<file path="src/rtl/led_fade_seq_if.sv">
// led_fade_seq_if: register-bank <-> fade sequencer control and duty bus.
// Carries the breathe request only when FADE_BREATHE_EN is defined.
interface led_fade_seq_if #(
    parameter int DW   = 8,
    parameter int DIVW = 16
);
    logic            ena;
    logic            start;
    logic [DW-1:0]   tgt_red;
    logic [DW-1:0]   tgt_green;
    logic [DW-1:0]   tgt_blue;
    logic [DIVW-1:0] step_div;
    logic [DW-1:0]   step_size;
    logic [DW-1:0]   duty_red;
    logic [DW-1:0]   duty_green;
    logic [DW-1:0]   duty_blue;
    logic            busy;
    logic            done;
`ifdef FADE_BREATHE_EN
    logic            breathe;
`endif
    modport master (
`ifdef FADE_BREATHE_EN
        output breathe,
`endif
        output ena, start, tgt_red, tgt_green, tgt_blue, step_div, step_size,
        input  duty_red, duty_green, duty_blue, busy, done
    );
    modport slave (
`ifdef FADE_BREATHE_EN
        input  breathe,
`endif
        input  ena, start, tgt_red, tgt_green, tgt_blue, step_div, step_size,
        output duty_red, duty_green, duty_blue, busy, done
    );
endinterface

</file>
<file path="src/rtl/led_fade_seq.sv">
// led_fade_seq: ramps RGB duty words toward latched targets at a prescaled step rate, pulses done.
// Optional FADE_BREATHE_EN: with breathe=1 the ramp bounces between the targets and 0 instead of finishing.
module led_fade_seq #(
    parameter int DW   = 8,
    parameter int DIVW = 16
) (
    input logic            clk,
    input logic            resetb,
    led_fade_seq_if.slave  bus
);
    typedef enum logic [1:0] {IDLE, RAMP, DONE} state_t;
    state_t          r_state, w_state;
    logic [DIVW-1:0] r_cnt, w_cnt;
    logic [DW-1:0]   r_tgt [3];
    logic [DW-1:0]   w_tgt [3];
    logic [DW-1:0]   r_duty [3];
    logic [DW-1:0]   w_duty [3];
    logic [DW-1:0]   w_in [3];
    logic [DW-1:0]   w_goal [3];
    logic [DW-1:0]   w_step [3];
    logic [DW-1:0]   w_ss;
    logic            r_down, w_down, w_at_goal, w_breathe;

    // Clamp the move to the remaining distance so a step never overshoots or wraps.
    function automatic logic [DW-1:0] step_to(input logic [DW-1:0] cur, input logic [DW-1:0] goal,
                                              input logic [DW-1:0] ss);
        logic [DW-1:0] diff;
        diff = (goal > cur) ? goal - cur : cur - goal;
        if (diff > ss) diff = ss;
        return (goal > cur) ? cur + diff : cur - diff;
    endfunction

`ifdef FADE_BREATHE_EN
    assign w_breathe = bus.breathe;
`else
    assign w_breathe = 1'b0;
`endif

    always_comb begin
        w_state   = r_state;
        w_cnt     = r_cnt;
        w_down    = r_down;
        w_tgt     = r_tgt;
        w_duty    = r_duty;
        w_ss      = (bus.step_size == '0) ? DW'(1) : bus.step_size;
        w_in      = '{bus.tgt_red, bus.tgt_green, bus.tgt_blue};
        w_at_goal = 1'b1;
        for (int k = 0; k < 3; k++) begin
            w_goal[k] = r_down ? '0 : r_tgt[k];
            w_step[k] = step_to(r_duty[k], w_goal[k], w_ss);
            if (w_step[k] != w_goal[k]) w_at_goal = 1'b0;
        end
        if (bus.ena) begin
            if (bus.start) begin
                w_tgt   = w_in;
                w_cnt   = bus.step_div;
                w_down  = 1'b0;
                w_state = RAMP;
            end else if (r_state == RAMP) begin
                if (r_cnt != '0) begin
                    w_cnt = r_cnt - 1'b1;
                end else begin
                    w_cnt  = bus.step_div;
                    w_duty = w_step;
                    if (w_at_goal) begin
                        if (w_breathe) w_down = !r_down;
                        else           w_state = DONE;
                    end
                end
            end else if (r_state == DONE) begin
                w_state = IDLE;
            end
        end
    end

    always_ff @(posedge clk) begin
        if (!resetb) begin
            r_state <= IDLE;
            r_cnt   <= '0;
            r_down  <= 1'b0;
            for (int k = 0; k < 3; k++) begin
                r_tgt[k]  <= '0;
                r_duty[k] <= '0;
            end
        end else begin
            r_state <= w_state;
            r_cnt   <= w_cnt;
            r_down  <= w_down;
            r_tgt   <= w_tgt;
            r_duty  <= w_duty;
        end
    end

    assign bus.duty_red   = r_duty[0];
    assign bus.duty_green = r_duty[1];
    assign bus.duty_blue  = r_duty[2];
    assign bus.busy       = (r_state == RAMP);
    assign bus.done       = (r_state == DONE);
endmodule

</file>
<file path="src/flat_wrapper.sv">
// flat-port wrapper written by rule: the top's interface ports become plain ports
module led_fade_seq_flat 
#(
    parameter int DW   = 8,
    parameter int DIVW = 16
)
  (clk, resetb, bus_ena, bus_start, bus_tgt_red, bus_tgt_green, bus_tgt_blue, bus_step_div, bus_step_size, bus_duty_red, bus_duty_green, bus_duty_blue, bus_busy, bus_done);
  led_fade_seq_if #(.DW(DW), .DIVW(DIVW)) bus_i ();
  input logic clk;
  input logic resetb;
  input wire logic [$bits(bus_i.ena)-1:0] bus_ena;
  input wire logic [$bits(bus_i.start)-1:0] bus_start;
  input wire logic [$bits(bus_i.tgt_red)-1:0] bus_tgt_red;
  input wire logic [$bits(bus_i.tgt_green)-1:0] bus_tgt_green;
  input wire logic [$bits(bus_i.tgt_blue)-1:0] bus_tgt_blue;
  input wire logic [$bits(bus_i.step_div)-1:0] bus_step_div;
  input wire logic [$bits(bus_i.step_size)-1:0] bus_step_size;
  output wire logic [$bits(bus_i.duty_red)-1:0] bus_duty_red;
  output wire logic [$bits(bus_i.duty_green)-1:0] bus_duty_green;
  output wire logic [$bits(bus_i.duty_blue)-1:0] bus_duty_blue;
  output wire logic [$bits(bus_i.busy)-1:0] bus_busy;
  output wire logic [$bits(bus_i.done)-1:0] bus_done;
  assign bus_i.ena = bus_ena;
  assign bus_i.start = bus_start;
  assign bus_i.tgt_red = bus_tgt_red;
  assign bus_i.tgt_green = bus_tgt_green;
  assign bus_i.tgt_blue = bus_tgt_blue;
  assign bus_i.step_div = bus_step_div;
  assign bus_i.step_size = bus_step_size;
  assign bus_duty_red = bus_i.duty_red;
  assign bus_duty_green = bus_i.duty_green;
  assign bus_duty_blue = bus_i.duty_blue;
  assign bus_busy = bus_i.busy;
  assign bus_done = bus_i.done;
  led_fade_seq #(.DW(DW), .DIVW(DIVW)) u_core (.clk(clk), .resetb(resetb), .bus(bus_i));
endmodule
</file>
<file path="config.mk">
export PLATFORM = sky130hd
export DESIGN_NAME = led_fade_seq_flat
export DESIGN_NICKNAME = d
export VERILOG_FILES = /design/src/rtl/led_fade_seq_if.sv /design/src/rtl/led_fade_seq.sv /design/src/flat_wrapper.sv
export SDC_FILE = /design/constraint.sdc
export NUM_CORES = 1
export LEC_CHECK = 0
export BUFFER_PORTS_ARGS = -buffer_cell sky130_fd_sc_hd__buf_2
export CAP_MARGIN = 20
export CORE_MARGIN = 2
export CORE_UTILIZATION = 40
export CTS_BUF_LIST = sky130_fd_sc_hd__clkbuf_8
export DETAILED_ROUTE_END_ITERATION = 7
export HOLD_SLACK_MARGIN = 0.08
export PLACE_DENSITY = 0.63
export SLEW_MARGIN = 20
export SYNTH_ARGS = -nofsm -noshare
export SYNTH_HDL_FRONTEND = slang
export SYNTH_SLANG_ARGS = --single-unit
</file>
<file path="constraint.sdc">
create_clock -name clk -period 6.5 [get_ports clk]
set_input_delay 0.975 -clock clk [delete_from_list [all_inputs] [get_ports clk]]
set_output_delay 0.975 -clock clk [all_outputs]
set_load 0.005 [all_outputs]
</file>
# [Yosys cells after proc, flatten, opt, wreduce, memory -nomap -nowiden]
# Cells that the tools add are included.
# Widths: inputs -> output; s select.
[word_totals] output_inout_bits=26 inputBits=52 regBits=66 word_cells=65
[op_classes] n_lt_le_gt_ge=6 n_eq_ne=7 bitwise=2 muxes=21 reduce_logical=8 add_sub_neg=13
[ops] op="$mux 8" count=10
[ops] op="$sub 8x8->8" count=9
[ops] op="$gt 8x8->1" count=6
[ops] op="$mux 16" count=3
[ops] op="$add 8x8->8" count=3
[ops] op="$ne 8x8->1" count=3
[ops] op="$reduce_bool 16->1" count=1
[ops] op="$sub 16x1->16 const B" count=1
[ops] op="$mux 2" count=5
[ops] op="$logic_not 8->1" count=1
[ops] op="$reduce_and 4->1" count=2
[ops] op="$reduce_and 2->1" count=2
[ops] op="$mux 1" count=3
[ops] op="$ne 3x2->1 const B" count=1
[ops] op="$ne 3x3->1 const B" count=1
[ops] op="$reduce_bool 3->1" count=1
[ops] op="$eq 2x1->1 const B" count=1
[ops] op="$eq 2x2->1 const B" count=1
[ops] op="$not 1->1" count=2
[ops] op="$reduce_bool 2->1" count=1

# [Depth between registers and ports, before layout]
# Gate-level depths: netlist of run 1.
[depth] word_depth=14 mapped_depth=35 ltp_nobuf=35

# [Worst setup path after synthesis of run 1]
# Ideal clock, no wire load.
[synth_timing] kind="register to register" from="register u_core.r_duty, in the netlist u_core.bus.duty_blue[1]" to="register u_core.r_state[1]" arrival_ps=6515 n_path_buf=0 synth_period_minus_slack_ps=6574 t_required_ps=6441 stages_incl_launch_ff=31 setup_ps=59 setup_slack_ps=-74 cell_sequence="dfxtp_1 -> inv_1 -> fa_1 -> and3_1 -> o21bai_4 -> a21oi_2 -> a211oi_1 -> a31oi_1 -> xnor2_1 -> inv_1 -> ha_1 -> a21oi_1 -> o21ai_0 -> o21ai_1 -> o21ai_0 -> ha_1 -> nand2_1 -> o21ai_0 -> inv_1 -> ha_1 -> nor2b_1 -> o21a_1 -> o21ai_1 -> nand2b_1 -> a2111oi_0 -> nor3_1 -> xnor2_1 -> xnor2_1 -> xor3_1 -> nor4_2 -> o211a_1"
[synth_via] elab_chain_cells=10 elab_cells_between_ends=13 classes_between="add/sub: 4; order compare: 2; eq/ne: 2; mux: 4; reduce/logical: 1"
[synth_rtl] element="start, declared" line="led_fade_seq.sv:16" rtl="logic [DW-1:0] r_duty [3];"
[synth_rtl] element="start signal, assigned" line="led_fade_seq.sv:90" rtl="r_duty <= w_duty;"
[synth_rtl] element="$sub 8x8->8 / $gt 8x8->1 (equally long branches)" line="led_fade_seq.sv:28, led_fade_seq.sv:30"
[synth_rtl] element="$mux 8" line="led_fade_seq.sv:28" rtl="diff = (goal > cur) ? goal - cur : cur - goal;"
[synth_rtl] element="$gt 8x8->1" line="led_fade_seq.sv:29" rtl="if (diff > ss) diff = ss;"
[synth_rtl] element="$mux 8" line="led_fade_seq.sv:29"
[synth_rtl] element="$sub 8x8->8 / $add 8x8->8 (equally long branches)" line="led_fade_seq.sv:30" rtl="return (goal > cur) ? cur + diff : cur - diff;"
[synth_rtl] element="$mux 8 (*)" line="led_fade_seq.sv:30"
[synth_rtl] element="$ne 8x8->1 (*)" line="led_fade_seq.sv:51" rtl="if (w_step[k] != w_goal[k]) w_at_goal = 1'b0;"
[synth_rtl] element="$mux 1 (*)" line="led_fade_seq.sv:51"
[synth_rtl] element="$ne 3x2->1 (no line) (*)"
[synth_rtl] element="$reduce_and 4->1 (no line) (*)"
[synth_rtl] element="end signal, assigned" line="led_fade_seq.sv:86" rtl="r_state <= w_state;"
[synth_rtl] element="end, declared" line="led_fade_seq.sv:12" rtl="state_t r_state, w_state;"
# Mark *: on every way between the ends. The rest lies on a longest branch, timed or not.
# A chain may end at the register's enable or synchronous reset.

# [Final worst setup path of run 1]
[layout_timing] from="register u_core.r_tgt[16] (netlist bit)" to="register u_core.r_state[1]"
[layout_via] elab_chain_cells=12 elab_cells_between_ends=15 classes_between="add/sub: 4; order compare: 2; eq/ne: 2; mux: 6; reduce/logical: 1"
[layout_rtl] element="start, declared" line="led_fade_seq.sv:14" rtl="logic [DW-1:0] r_tgt [3];"
[layout_rtl] element="start signal, assigned" line="led_fade_seq.sv:89" rtl="r_tgt <= w_tgt;"
[layout_rtl] element="$sub 8x8->8 / $gt 8x8->1 (equally long branches)" line="led_fade_seq.sv:28, led_fade_seq.sv:30"
[layout_rtl] element="$mux 8" line="led_fade_seq.sv:28"
[layout_rtl] element="$gt 8x8->1" line="led_fade_seq.sv:29"
[layout_rtl] element="$mux 8" line="led_fade_seq.sv:29"
[layout_rtl] element="$sub 8x8->8 / $add 8x8->8 (equally long branches)" line="led_fade_seq.sv:30"
[layout_rtl] element="$mux 8" line="led_fade_seq.sv:30"
[layout_rtl] element="$ne 8x8->1 (*)" line="led_fade_seq.sv:51"
[layout_rtl] element="$mux 1 (*) (3 in a row)" line="led_fade_seq.sv:51"
[layout_rtl] element="$ne 3x2->1 (no line) (*)"
[layout_rtl] element="$reduce_and 4->1 (no line) (*)"
# Marked as above.

==> results.cfg, run 1 <==
[hold_path]
hp-start = u_core.r_cnt[8]
min_path_cells = 2
hold_path_class = reg -> reg
hold_path_end = u_core.r_cnt[8]

[timing]
period_share_pct = 97.09
max_slew_margin_pct = 30.86
fmax_ghz = 0.1585
setup_viol = 0
finalMaxSlewViolations = 0
worst_slew_pin_slew_ns = 1.035
rsz0062_at_grt = true
finalHoldViolations = 0
min_period_ns = 6.311
fin_skew_ns = 0.01355
hold_slack_ns = 0.4666

[place]
dp_hpwl_mm = 17.48
place.gp.congestion = 0.9564
postPlaceCellArea_mm2 = 0.008607
port_buffers = 77

[pwr]
combPwrFrac_pct = 73.6
irDropWorstVdd_mv = 0.1326
p_clk_share_pct = 12.3
p_leak_nw = 4.143
swShare_pct = 48.31
p_sw_mw = 1.511
p_int_mw = 1.617
p_seq_share_pct = 14.1
power_density_mw_per_mm2 = 340.4

[floorplanning]
start_util_pct = 40.80
die_y_um = 142.4
dieArea_mm2 = 0.02027
die_w_um = 142.4
pin_count = 78
placementRows = 50
coreArea_mm2 = 0.01877

[setup_path]
cp_data_arrival_time_ns = 6.63
reg2reg_slack_ns = 0.19
worstPathRequired_ns = 6.82
cp-end-kind = flop
cp_slowest_cell = fa_2
regToRegStartpoint = u_core.r_tgt[16]
crit_top_cell = ha_4
r2r_cells = 34
cp-start-kind = flop
cpPeakStageDelay_ns = 0.40
crit_type = reg -> reg
r2r-end = u_core.r_state[1]
critPathMaxFanout = 4

[cells_and_area]
fin_nets = 1299
drive_above_1_share_pct = 21.45
syn_to_final_growth_pct = 19.98
final_cell_mix = 139 x nand2_1, 89 x inv_1, 88 x ha_1
stdcell_area_mm2 = 0.009188
antenna_cells = 0
layout_commonest_cell = nand2_1
register_area_mm2 = 0.001328
fillers = 1903
fin_util_pct = 48.95
multi_input_area_mm2 = 0.006053

[yosys]
synth_seq_area_share_pct = 17.25
yosysWarningCount = 0
synth.avg_cell_area_um2 = 7.493
ys_seq_elements = 66
syn_inst = 1022
syn_area_mm2 = 0.007657
synth.distinct_cells = 75
synthFlopType = dfxtp_1
syn_nets = 1179
synthArstFlopShare_pct = 0
synth_edf_count = 0

[detailed_routing]
met1_length_mm = 10.93
routed-wl-met2_mm = 10.45
ant_nets = 0
drc_errors = 0
avgRoutedWirePerCell_um = 16.49
via_per_inst = 5.475
first_pass_iters = 5
top_layer_used = met4
wl_met3_um = 916
routed_wl_mm = 22.77
drtIter0Drc = 554
route.vias.total = 7561

[clock_network]
root_buffer = clkbuf_8
clockBufferDepth = 2
cts.reportedPaths.clkPinSlew_ns = 0.09
cts_hold_buf = 0
clk_latency_ns = 0.38
cts_tree = yes
cts_made_buffers = 9
clkSinkCount = 66
htreeDepth = 3

[global_route]
grt_max_degree = 68
grt_pass1_vias = 7053
track_usage_pct = 22.29
antenna_found_initial = 0
grt_pass1_wl_mm = 35.89
grt_overflow = 0

[run]
maxCapViolations = 0

[run_status]
status = finished, final reports clean
==> power by group through the flow <==
stage | Combinational, mW | Clock [mW] | Sequential (mW)
CTS | 2.12 | 0.393 | 0.440
global route | 2.53 | 0.410 | 0.444
finish | 2.30 | 0.384 | 0.440
detailed placement | 2.08 | 0 | 0.450
global placement | 2.08 | 0 | 0.450
floorplan | 1.58 | 0 | 0.449
==> Yosys cell counts, drive strengths merged, types with 8 or more instances <==
cell / number / area share [%]
o21ai: 69 / 4.6
xor2: 38 / 4.4
a31oi: 16 / 1.3
a21oi: 77 / 5.2
xnor2: 37 / 4.3
nor2: 52 / 2.5
o211a: 8 / 1.0
buf: 14 / 1.2
a21boi: 38 / 3.7
nor3: 23 / 1.7
dfxtp: 66 / 17
nor2b: 16 / 1.3
nand4: 10 / 1.1
mux2i: 25 / 3.3
fa: 9 / 2.4
inv: 94 / 4.6
nand3: 26 / 1.7
ha: 96 / 16
clkbuf: 29 / 1.4
a21o: 10 / 0.98
and2: 18 / 1.5
o21a: 11 / 1.1
nand2: 140 / 6.9
==> stage by stage <==
step                      power [mW]  worst slack [ns]  cells  setup TNS [ns]
after floorplan                2.024            0.1237   1022               0
after global routing           3.385           -0.1744   1381         -0.3272
final                          3.128            0.1892   1381               0
after CTS                      2.957          0.004872   1369               0
after global placement         2.526           0.02894   1351               0
after detailed placement       2.535           -0.1254   1351         -0.2489
==> worst max-delay path, delay by kind of cell (launching register included) <==
kind	cells	cell delay, ns
AO/OA/AOI/OAI	9	1.73
AND/OR/NAND/NOR	9	1.37
adder cells (fa/ha/maj)	5	1.16
XOR/XNOR	4	0.66
multiplexers	2	0.61
buffers and inverters	5	0.38
flip-flops	1	0.33
==> worst max path at each step <==
stage | startpoint | endpoint | slack (ns) | cells past startpoint
5_1_grt | u_core.r_tgt[16] | u_core.r_state[1] | -0.17 | 34
6_report | u_core.r_tgt[16] | u_core.r_state[1] | 0.19 | 34
4_1_cts | u_core.bus.duty_red[0] | u_core.r_state[1] | 0.005 | 31
3_3_place_gp | u_core.bus.duty_red[0] | u_core.r_state[1] | 0.03 | 32
3_5_place_dp | u_core.bus.duty_blue[0] | u_core.r_state[1] | -0.13 | 33
2_1_floorplan | u_core.bus.duty_blue[1] | u_core.r_state[1] | 0.12 | 30
==> what timing repair did <==
action | CTS | global route
resized for setup | 5 | 66
setup buffers | 2 | 12
pin swaps | 1 | 35
gates cloned | 0 | 0
endpoints found under the setup margin | 2 | 5
==> routing by layer <==
| layer | vias to the layer above | GRT usage (%) |
|---|---|---|
| li1 | 3807 | - |
| met1 | 3549 | 30.55 |
| met2 | 166 | 36.16 |
| met3 | 39 | 3.365 |
| met4 | 0 | 6.879 |
| met5 | - | 0 |
==> state kept, by name (all words and copies together), names as in the netlist <==
register	cells
u_core.bus.duty_red	8
u_core.r_tgt	24
u_core.bus.duty_blue	8
u_core.bus.duty_green	8
u_core.r_cnt	16
u_core.r_state	2
==> final cells by class <==
| cell class | instances | area share, % |
|---|---|---|
| clock inverters | 6 | 0.7082 |
| inverters | 94 | 3.868 |
| well taps | 234 | 3.187 |
| flip-flops and latches | 66 | 14.45 |
| repair buffers | 152 | 10.40 |
| clock buffers | 10 | 1.498 |
| multi-input cells | 819 | 65.89 |
==> logic make-up (layout without fill, tap and decap cells) <==
| group | count (synthesis) | after routing | synth area share (%) |
|---|---|---|---|
| and+or+nand+nor | 324 | 324 | 20.20 |
| AOI/OAI and AO/OA | 284 | 284 | 23.97 |
| buffers and inverters | 137 | 262 | 7.206 |
| adders and majority gates | 105 | 105 | 18.04 |
| xor gates and xnor gates | 77 | 77 | 9.379 |
| DFF | 66 | 66 | 17.25 |
| muxes | 29 | 29 | 3.954 |
Note: power is estimated with default switching activity, not from simulation.
==> inputs of run 2 (changes only) <==
--- a/config.mk
+++ b/config.mk
@@ -5,14 +5,15 @@
 export SDC_FILE = /design/constraint.sdc
 export NUM_CORES = 1
 export LEC_CHECK = 0
+export ABC_AREA = 1
 export BUFFER_PORTS_ARGS = -buffer_cell sky130_fd_sc_hd__buf_2
 export CAP_MARGIN = 20
 export CORE_MARGIN = 2
-export CORE_UTILIZATION = 40
+export CORE_UTILIZATION = 55
 export CTS_BUF_LIST = sky130_fd_sc_hd__clkbuf_8
 export DETAILED_ROUTE_END_ITERATION = 7
 export HOLD_SLACK_MARGIN = 0.08
-export PLACE_DENSITY = 0.63
+export PLACE_DENSITY = 0.81
 export SLEW_MARGIN = 20
 export SYNTH_ARGS = -nofsm -noshare
 export SYNTH_HDL_FRONTEND = slang
==> run 2 against run 1 <==
Sequential share of layout area grew 0.24 points. Clock skew rose by 0.0013 ns. Sequential cell count did not move. Global-route usage grew 7.9 points. Worst setup slack improved by 0.42 ns. Highest routed layer unchanged. Cell count is 14% higher. Largest power group unchanged. Critical endpoint is now u_core.r_state[0]. Core utilization is 13 points higher. Clock power is 4% higher. Area after synthesis grew 6.3%. Final area fell by 2.0%. Synthesized cell count rose by 28%.
==> results.cfg, run 2 <==
[detailed_routing]
route.vias.total = 8629
ant_nets = 0
drtIter0Drc = 678
routed_wl_mm = 23.81
wl_met3_mm = 1.702
first_pass_iters = 5
via_per_inst = 5.503
met1_length_mm = 10.24
routed-wl-met2_mm = 11.00
top_layer_used = met4
drc_errors = 0
avgRoutedWirePerCell_um = 15.19

[floorplanning]
placementRows = 44
die_y_um = 125.7
start_util_pct = 56.23
die_w_um = 125.7
coreArea_mm2 = 0.01448
pin_count = 78
dieArea_mm2 = 0.01579

[cells_and_area]
syn_to_final_growth_pct = 10.57
layout_commonest_cell = nand2_1
finalNonFillerCells = 1568
top_regs = u_core.r_tgt (24), u_core.r_cnt (16)
final_cell_mix = 377 x nand2_1, 208 x inv_1, 105 x a21oi_1
drive_above_1_share_pct = 13.66
fin_nets = 1538
max_flop_register = u_core.r_tgt
fin_util_pct = 62.18
antenna_cells = 0
largest_reg_flops = 24

[place]
place.gp.congestion = 1.023
dp_cells = 1548
dp_hpwl_mm = 19.17
port_buffers = 77

[clock_network]
root_buffer = clkbuf_8
htreeDepth = 3
clk_latency_ns = 0.37
cts_hold_buf = 0
cts_tree = yes
cts_made_buffers = 9
clkSinkCount = 66
cts.reportedPaths.clkPinSlew_ns = 0.08
clockBufferDepth = 2

[setup_path]
crit_type = reg -> reg
crit_start = u_core.bus.duty_red[3]
critPathMaxFanout = 12
worstPathRequired_ns = 6.73
regToRegStartpoint = u_core.bus.duty_red[3]
cp_data_arrival_time_ns = 6.13
cp-start-kind = flop
crit_top_cell = nand2_1
cp-end-kind = flop
cp_slowest_cell = fa_1
cpPeakStageDelay_ns = 0.51

[yosys]
synth_seq_area_share_pct = 16.23
ys_seq_elements = 66
syn_area_mm2 = 0.008142
synth.most_common_cell = nand2_1
synth.distinct_cells = 48
synthFlopType = dfxtp_1
yosys.area.top_type = nand2_1
synth.area.top_cells = nand2_1 17%, dfxtp_1 16%, ha_1 15%, inv_1 9.7%, a21oi_1 6.5%
synth.avg_cell_area_um2 = 6.229
synthTopCellsByCount = 379 x nand2_1, 210 x inv_1, 105 x a21oi_1
syn_nets = 1464
synthArstFlopShare_pct = 0
synth_edf_count = 0
synth_top_area_share_pct = 17.47
syn_inst = 1307
yosysWarningCount = 0

[run]
maxCapViolations = 0

[global_route]
antenna_found_initial = 0
grt_overflow = 0
grt_pass1_wl_mm = 38.92
grt_max_degree = 55
track_usage_pct = 30.16
grt_pass1_vias = 8056

[timing]
setup_tns_ns = 0
max_slew_margin_pct = 34.47
worst_slew_pin_slew_ns = 0.9802
fmax_ghz = 0.1696
hold_slack_ns = 0.5116
period_share_pct = 90.69
min_period_ns = 5.895
finalMaxSlewViolations = 0
fin_skew_ns = 0.01480
setup_viol = 0
finalHoldViolations = 0

[run_status]
status = finished, final reports clean

[hold_path]
hp-start = u_core.r_tgt[8]
hold_path_class = reg -> reg

[pwr]
power_density_mw_per_mm2 = 325.1
p_leak_nw = 4.908
irDropWorstVdd_mv = 0.2500
-- run 2: final timing paths --
check,to,slack (ns),cells after the start
max,u_core.r_state[0],0.61,33
min,u_core.r_tgt[8],0.51,2
max reg2reg,u_core.r_state[0],0.61,33
min reg2reg,u_core.r_tgt[8],0.51,2
-- run 2: critical path: cells and delay by family (launching register included) --
| family | cells | cell delay (ns) |
|---|---|---|
| AO/OA/AOI/OAI | 7 | 1.12 |
| XOR/XNOR | 2 | 0.52 |
| adder cells (fa/ha/maj) | 4 | 1.51 |
| buffers and inverters | 3 | 0.26 |
| flip-flops | 1 | 0.40 |
| AND/OR/NAND/NOR | 17 | 1.96 |
-- run 2: layout make-up --
cell class / instances / area, µm²
timing repair buffer: 94 / 513.0
tap: 184 / 230.2
clock buffer: 10 / 137.6
multi-input combinational: 996 / 5908
fill: 1412 / 5477
clock inverter: 4 / 76.32
inverter: 214 / 814.5
sequential: 66 / 1323
-- run 2: report_power, final --
group | switching, mW | internal [mW] | leakage, nW
sequential | 0.0261 | 0.426 | 0.540
clock | 0.178 | 0.224 | 0.105
combinational | 1.33 | 0.742 | 4.26
-- run 2: kinds of logic (layout without fill, tap and decap cells) --
family                     Yosys count  count (layout)  synth area share [%]
muxes                                2               2                0.2459
adders and majority gates          105             105                 16.97
buffers and inverters              245             322                 11.83
xor gates and xnor gates            57              57                 6.132
and+or+nand+nor                    624             624                 34.52
DFF                                 66              66                 16.23
AOI/OAI and AO/OA                  208             208                 14.08
-- run 2: what timing repair did --
item | CTS | global route
setup endpoints to repair | 0 | 4
resized for setup | 0 | 19
setup buffers | 0 | 6
-- run 2: layer usage --
| layer | vias to the layer above | track usage [%] |
|---|---|---|
| met3 | 67 | 4.630 |
| li1 | 4341 | - |
| met2 | 329 | 50.08 |
| met5 | - | 0 |
| met4 | 0 | 11.70 |
| met1 | 3892 | 39.48 |
-- run 2: stage by stage --
| stage | setup slack [ns] | total power, mW | instance area (µm²) |
|---|---|---|---|
| after floorplan | 1.304 | 1.970 | 8142 |
| after global placement | 0.4258 | 2.369 | 8687 |
| after detailed placement | 0.3061 | 2.405 | 8687 |
| after CTS | 0.2865 | 2.817 | 8901 |
| after global routing | -0.03320 | 3.199 | 9002 |
| final | 0.6051 | 2.926 | 9002 |
